--- src/rtl/mem_ctrl.sv ---
// mem_ctrl: byte-wide RAM controller / arbiter between instruction fetch (IF)
// and the MEM stage. Splits 32-bit fetches/loads and 1/2/4-byte stores into
// byte transfers on a single 8-bit RAM port and returns a one-cycle done pulse.
//
// Ports
//   clk, rst              clock, async active-low reset
//   if_req_i/if_addr_i    fetch request (held until if_done_o) and address
//   if_data_o, if_done_o  fetched word (little-endian), completion pulse
//   mem_r_enable_i        load request (held until mem_done_o)
//   mem_w_enable_i        store request (held until mem_done_o)
//   mem_addr_i            load/store address
//   mem_w_data_i          store data, byte i in bits [8i+7:8i]
//   mem_mask_i            store size: 01=1B, 10=2B, 11=4B, 00=none
//   mem_r_data_o          loaded word (little-endian)
//   mem_done_o            MEM completion pulse (ram_done)
//   mem_busy_o            controller serving IF (ram_busy)
//   ram_addr_o/ram_wr_o/ram_dout_o/ram_din_i  byte RAM port (read data
//                         arrives one cycle after its address)
//
// Build option
//   MEM_CTRL_FAIR_ARB_EN  alternate grants between IF and MEM when both are
//                         requesting; otherwise MEM always wins.
module mem_ctrl #(
  parameter int ADDR_W = 17
) (
  input  logic              clk,
  input  logic              rst,
  input  logic              if_req_i,
  input  logic [31:0]       if_addr_i,
  output logic [31:0]       if_data_o,
  output logic              if_done_o,
  input  logic              mem_r_enable_i,
  input  logic              mem_w_enable_i,
  input  logic [31:0]       mem_addr_i,
  input  logic [31:0]       mem_w_data_i,
  input  logic [1:0]        mem_mask_i,
  output logic [31:0]       mem_r_data_o,
  output logic              mem_done_o,
  output logic              mem_busy_o,
  output logic [ADDR_W-1:0] ram_addr_o,
  output logic              ram_wr_o,
  output logic [7:0]        ram_dout_o,
  input  logic [7:0]        ram_din_i
);

  typedef enum logic [2:0] {IDLE, IF_RD, MEM_RD, MEM_WR, DONE} state_t;

  state_t            state, state_nxt;
  logic [2:0]        cnt, cnt_nxt;
  logic [ADDR_W-1:0] base;
  logic [31:0]       wdata;
  logic [1:0]        mask;
  logic              srv_if;     // requester of the transaction in flight
  logic              mem_req, grant_if, grant_mem;
  logic [2:0]        last_idx;   // index of final store byte
  logic [1:0]        bidx;       // byte lane captured this cycle (cnt-1)

  // Upper address bits are intentionally dropped.
  logic unused_addr_bits;
  assign unused_addr_bits = ^{if_addr_i[31:ADDR_W], mem_addr_i[31:ADDR_W]};

  assign mem_req = mem_r_enable_i | mem_w_enable_i;

`ifdef MEM_CTRL_FAIR_ARB_EN
  logic last_mem;  // previous grant went to MEM
  assign grant_if = if_req_i & (~mem_req | last_mem);

  always_ff @(posedge clk or negedge rst) begin
    if (!rst)                             last_mem <= 1'b0;
    else if (state == IDLE && grant_if)   last_mem <= 1'b0;
    else if (state == IDLE && grant_mem)  last_mem <= 1'b1;
  end
`else
  assign grant_if = if_req_i & ~mem_req;
`endif
  assign grant_mem = mem_req & ~grant_if;

  always_comb begin
    case (mask)
      2'b11:   last_idx = 3'd3;
      2'b10:   last_idx = 3'd1;
      default: last_idx = 3'd0;
    endcase
  end

  assign bidx = cnt[1:0] - 2'd1;

  always_ff @(posedge clk or negedge rst) begin
    if (!rst) begin
      state <= IDLE;
      cnt   <= 3'd0;
    end else begin
      state <= state_nxt;
      cnt   <= cnt_nxt;
    end
  end

  always_comb begin
    state_nxt  = state;
    cnt_nxt    = cnt;
    ram_addr_o = '0;
    ram_wr_o   = 1'b0;
    ram_dout_o = 8'h00;
    case (state)
      IDLE: begin
        if (grant_mem) begin
          if (mem_w_enable_i) state_nxt = (mem_mask_i == 2'b00) ? DONE : MEM_WR;
          else                state_nxt = MEM_RD;
        end else if (grant_if) begin
          state_nxt = IF_RD;
        end
      end
      IF_RD, MEM_RD: begin
        // cnt 0..3 issue addresses, cnt 1..4 collect the byte issued last cycle
        if (!cnt[2]) ram_addr_o = base + ADDR_W'(cnt);
        if (cnt == 3'd4) begin
          state_nxt = DONE;
          cnt_nxt   = 3'd0;
        end else begin
          cnt_nxt = cnt + 3'd1;
        end
      end
      MEM_WR: begin
        ram_wr_o   = 1'b1;
        ram_addr_o = base + ADDR_W'(cnt);
        ram_dout_o = wdata[8*cnt[1:0] +: 8];
        if (cnt == last_idx) begin
          state_nxt = DONE;
          cnt_nxt   = 3'd0;
        end else begin
          cnt_nxt = cnt + 3'd1;
        end
      end
      DONE:    state_nxt = IDLE;
      default: state_nxt = IDLE;
    endcase
  end

  assign if_done_o  = (state == DONE) &  srv_if;
  assign mem_done_o = (state == DONE) & ~srv_if;
  assign mem_busy_o = (state == IF_RD) | ((state == DONE) & srv_if);

  // Request capture in IDLE and read-byte assembly.
  always_ff @(posedge clk or negedge rst) begin
    if (!rst) begin
      base         <= '0;
      wdata        <= 32'h0;
      mask         <= 2'b00;
      srv_if       <= 1'b0;
      if_data_o    <= 32'h0;
      mem_r_data_o <= 32'h0;
    end else begin
      if (state == IDLE) begin
        srv_if <= grant_if;
        base   <= grant_mem ? mem_addr_i[ADDR_W-1:0] : if_addr_i[ADDR_W-1:0];
        wdata  <= mem_w_data_i;
        mask   <= mem_mask_i;
      end
      if (state == IF_RD  && cnt != 3'd0) if_data_o[8*bidx +: 8]    <= ram_din_i;
      if (state == MEM_RD && cnt != 3'd0) mem_r_data_o[8*bidx +: 8] <= ram_din_i;
    end
  end

endmodule

--- config.mk ---
export PLATFORM = sky130hd
export DESIGN_NAME = mem_ctrl
export DESIGN_NICKNAME = d
export VERILOG_FILES = /design/src/rtl/mem_ctrl.sv
export SDC_FILE = /design/constraint.sdc
export NUM_CORES = 1
export LEC_CHECK = 0
export ABC_AREA = 1
export CAP_MARGIN = 10
export CORE_MARGIN = 3
export CORE_UTILIZATION = 45
export CTS_BUF_LIST = sky130_fd_sc_hd__clkbuf_8
export CTS_CLUSTER_DIAMETER = 30
export DETAILED_ROUTE_END_ITERATION = 10
export HOLD_SLACK_MARGIN = 0.1
export PLACE_DENSITY = 0.82
export SKIP_LAST_GASP = 1
export SLEW_MARGIN = 10
export SYNTH_ARGS = -nofsm -noshare
export SYNTH_HDL_FRONTEND = slang
export SYNTH_SLANG_ARGS = --single-unit
--- constraint.sdc ---
create_clock -name clk -period 5.58 [get_ports clk]
set_clock_uncertainty 0.15 [all_clocks]
set_input_delay 0.558 -clock clk [delete_from_list [all_inputs] [get_ports clk]]
set_output_delay 0.558 -clock clk [all_outputs]
set_load 0.01 [all_outputs]
# [Word level (Yosys, flattened, before mapping)]
# Cells that the tools add are included.
[word_totals] ff_bits=122 input_bits=111 output_inout_bits=93 wordCells=61
[classes] addsub=4 eq_ne=11 shift=3 n_mux=18 n_bitwise=9 n_reduce_logical=8
[op_table] operator="$bwmux 32" count=2
[op_table] operator="$mux 17" count=2
[op_table] operator="$neg 5->34" count=1
[op_table] operator="$pmux 17 s2" count=1
[op_table] operator="$shift 8x34->32 const A" count=1
[op_table] operator="$shiftx 8x34->32" count=1
[op_table] operator="$shiftx 32x6->8" count=1
[op_table] operator="$mux 3" count=8
[op_table] operator="$add 17x3->17" count=1
[op_table] operator="$pmux 3 s3" count=1
[op_table] operator="$mux 8" count=1
[op_table] operator="$eq 3x2->1 const B" count=2
[op_table] operator="$eq 3x3->1 const B" count=2
[op_table] operator="$pmux 3 s2" count=1
[op_table] operator="$and 1x1->1" count=4
[op_table] operator="$eq 2x2->1 const B" count=2
[op_table] operator="$ne 2x2->1 const B" count=2
[op_table] operator="$pmux 2 s2" count=1
[op_table] operator="$add 3x1->3 const B" count=1
[op_table] operator="$eq 3x1->1 const B" count=1
[op_table] operator="$eq 3x3->1" count=1
[op_table] operator="$logic_not 3->1" count=1
[op_table] operator="$ne 3x3->1 const B" count=1
[op_table] operator="$not 1->1" count=3
[op_table] operator="9 further kinds" count=11

# [Logic depth before layout (Yosys ltp)]
[depth] depth_word=7 ltp_mapped=10 depth_no_buf=10

# [Worst setup path before layout]
# Ideal clock, no wire load.
[synth_timing] kind="reg2out" startpoint="register cnt[0]" endpoint="output ram_addr_o[16]" t_arrival_ps=1639 required_ps=4872 path_slack_ps=3233 path_stages_with_launch=11 n_path_buf=0 cell_sequence="dfrtp_1 ha_1 inv_1 fa_1 inv_1 nand3_1 nand2_1 nand2_1 o21ai_0 nand2_1 nor2_1"
[synth_via] elab_chain_len=3
[synth_lines] element="start, declared" line="49" rtl="logic [2:0] cnt, cnt_nxt;"
[synth_lines] element="start signal, assigned" line="94" rtl="cnt <= cnt_nxt;"
[synth_lines] element="$add 17x3->17 (*)" line="115, 125"
[synth_lines] element="$mux 17" line="115" rtl="if (!cnt[2]) ram_addr_o = base + ADDR_W'(cnt);"
[synth_lines] element="$pmux 17 s2 (*)" line="104" rtl="case (state)"
[synth_lines] element="end, declared" line="40" rtl="output logic [ADDR_W-1:0] ram_addr_o,"
# Every way passes the cells marked *; elsewhere a longest branch is shown, timed or not.

# [Worst setup path in the final report]
[layout_timing] startpoint="register cnt[1]" endpoint="output ram_addr_o[16]"
# Same word-level chain as after synthesis.

==> summary.txt <==
CP Class: register to primary output
clock-pin slew on the worst setup and hold paths: 70 ps
register area share after synthesis: 50.28%
RePlAce Congestion: 0.8964
core region area: 12930 um2
share of cells above drive strength 1: 7.061%
Max transition margin: 38.28%
FMAX: 0.2615 GHz
DR vias/cell: 5.036
pre-CTS setup slack: 2198 ps
clk_lat worst skew: 440 ps
antenna cell count: 0
area occupied by multi-input gates: 2725 um2
R2R Setup Slk: 2410 ps
CTS max path bufs: 2
Seq. cell area: 3053 um2
GRT overflow: 0
Mapped Cells: 787
pin count of the biggest net entering global routing: 72
P_leak: 0.003829 uW
CTS Sinks: 122
first-pass iteration count of the detailed router: 5
syn nets: 906
FF-to-FF path depth: 7
CTS Buf Count: 17
setup bufs post-CTS: 0
final setup TNS: 0 ps
Internal: 2701 uW
Yosys reg bits: 122
area leader, netlist: dfrtp_1
Reg-to-Reg Start: cnt[0]$_DFFE_PN0P_
Clock power frac: 16.5%
Startpoint Class: register
status: complete, no violations
Hold WC Path Type: input pin to asynchronous set/reset pin
Mapped Area: 6072 um2
first-pass GRT wire length: 26.58 mm
Worst Path Arrival: 3120 ps
fin crit period: 3824 ps
WL final: 16.79 mm
post-route ant nets: 0
share of power burned in combinational logic: 48.8%
vias post-DR: 5716
setup ws final: 1756 ps
Setup violations, final: 0
area share of the largest cell type after synthesis: 50.28%
Die Height: 122.2 um
Slew Viols, Final: 0
Crit-path slowest cell: dfrtp_1
Die W: 122.2 um
Reg power frac: 34.7%
crit share post-route: 68.53%
critical path endpoint category: primary output
Filler cells: 1151
yosys warns: 0
routed length per instance: 14.80 um
switching power: 1927 uW
CP Max Fanout: 14
total of max-cap violations: 0
largest cells by area after synthesis: dfrtp_1, nand2_1, o21ai_0, nor2_1, mux2_2
crit path capture: ram_addr_o[16]
row count: 41
area grow syn2layout: 36.29%
Worst path max stage delay: 680 ps
htree depth: 4
post-synth cell types: 28
post_cts resized: 0
RSZ-0062 raised after global routing: false
worst path cell trace: inv_2 -> fa_1 -> inv_1 -> nand3_1 -> nand2_1 -> nand2_1 -> o21ai_0 -> nand2_1 -> nor2_1 -> clkdlybuf4s50_1
full die area: 14920 um2
pwr/cell area: 559.2 nW/um2
clock root buffer: clkbuf_8
DRC errors left: 0
Hold Violations, Final: 0
peak supply drop: 0.0002990 V
Syn Area/Cell: 7.715 um2
Iter 0 DRT Violations: 491
crit path from: cnt[1]$_DFFE_PN0P_
cts hold-fix bufs: 0
starting density of the core: 46.97%
Crit Reg-Reg Endpoint: mem_r_data_o[4]$_DFFE_PN0P_
Final nets: 1069
DP HPWL: 11.97 mm
Tightest Pin Transition: 925.8 ps
CTS tree: done
Total GRT Usage: 22.69%
sw frac: 41.64%
CP Data Required Time: 4870 ps
vias in the first global route: 5454
most used cell, CP: nand2_1
initial antenna violation count: 0
I/O pins: 204
port bufs: 173
==> cell type report <==
cell class	count	share of cell area (%)
inverters	41	1.860
multi-input cells	593	32.93
clock buffers	20	3.326
clock inverters	12	1.315
well taps	172	2.601
repair buffers	175	21.08
flip-flops and latches	122	36.89
==> cells in the mapped netlist <==
master	n
o22ai_1	9
nand2_1	299
nand2_2	2
ha_1	7
inv_2	7
xor2_1	2
a22oi_1	8
nand3_1	13
buf_1	1
or2_2	1
dfrtp_1	122
o21ai_0	83
a21oi_1	18
fa_1	1
nand4_1	3
buf_2	13
a21oi_4	1
buf_4	2
nor3_1	11
inv_1	34
clkbuf_1	15
or2_0	1
nor2_1	106
nand4_2	2
and2_1	1
mux2_2	16
nor2_2	7
nor2_4	2
==> sequential cells by signal, indices dropped and copies added, names as in the netlist <==
signal / count
mask: 2
srv_if: 1
base: 17
if_data_o: 32
mem_r_data_o: 32
cnt: 3
state: 3
wdata: 32
==> kinds of logic after synthesis <==
family / count (synthesis) / synth area share (%)
AOI/OAI and AO/OA: 119 / 10.51
xor gates and xnor gates: 2 / 0.2885
adders and majority gates: 8 / 1.772
buffers and inverters: 72 / 4.842
DFF: 122 / 50.28
muxes: 16 / 2.967
and+or+nand+nor: 448 / 29.34
==> power groups by stage <==
| stage | clock network [uW] | logic (uW) | registers [uW] |
|---|---|---|---|
| floorplan | 0 | 1250 | 1640 |
| global placement | 0 | 2220 | 1600 |
| detailed placement | 0 | 2260 | 1620 |
| CTS | 778 | 2270 | 1600 |
| global route | 813 | 2540 | 1660 |
| finish | 764 | 2260 | 1610 |
==> worst max-delay path, delay by kind of cell, from the launching register on <==
kind	cells	cell delay, ps
AO/OA/AOI/OAI	1	160
flip-flops	1	680
adder cells (fa/ha/maj)	1	460
AND/OR/NAND/NOR	5	490
buffers and inverters	3	900
==> how the worst min path moves through the flow <==
stage | endpoint | slack, ps | depth (start not counted)
6_report | if_data_o[2]$_DFFE_PN0P_ | 100 | 1
5_1_grt | if_data_o[16]$_DFFE_PN0P_ | 160 | 1
4_1_cts | mem_r_data_o[6]$_DFFE_PN0P_ | 120 | 1
3_5_place_dp | wdata[12]$_DFFE_PN0P_ | 310 | 2
3_3_place_gp | wdata[11]$_DFFE_PN0P_ | 310 | 2
2_1_floorplan | base[0]$_DFFE_PN0P_ | 110 | 0
==> placed cells by master (no fill, tap or decap), drive strengths merged <==
master,instances
or2,2
o22ai,9
fa,1
clkinv,3
buf,3
inv,46
a21oi,19
and2,1
nand3,13
clkinvlp,2
mux2,16
nand4,5
dfrtp,122
o21ai,83
nor2,115
xor2,2
bufinv,2
nor3,11
ha,7
clkdlybuf4s50,172
nand2,301
clkbuf,20
a22oi,8
==> layer usage <==
layer	up-vias	routed length, um	global-route usage (%)
li1	2843	-	-
met2	194	7920	36.02
met3	19	1106	5.896
met5	-	0	0
met4	0	215	7.068
met1	2660	7551	30.63
==> per-stage QoR <==
step / util [%] / area [um2] / hold WS, ps / total power [uW] / std cells
finish: 64.01 / 8275 / 104.9 / 4628 / 1135
global placement: 61.04 / 7891 / 305.8 / 3822 / 1103
floorplan: - / 6072 / 112.4 / 2886 / 787
detailed placement: 61.04 / 7891 / 309.8 / 3878 / 1103
global route: 64.01 / 8275 / 155.2 / 5010 / 1135
CTS: 64.01 / 8275 / 118.6 / 4654 / 1135
Power figures use the tool's default switching activity.
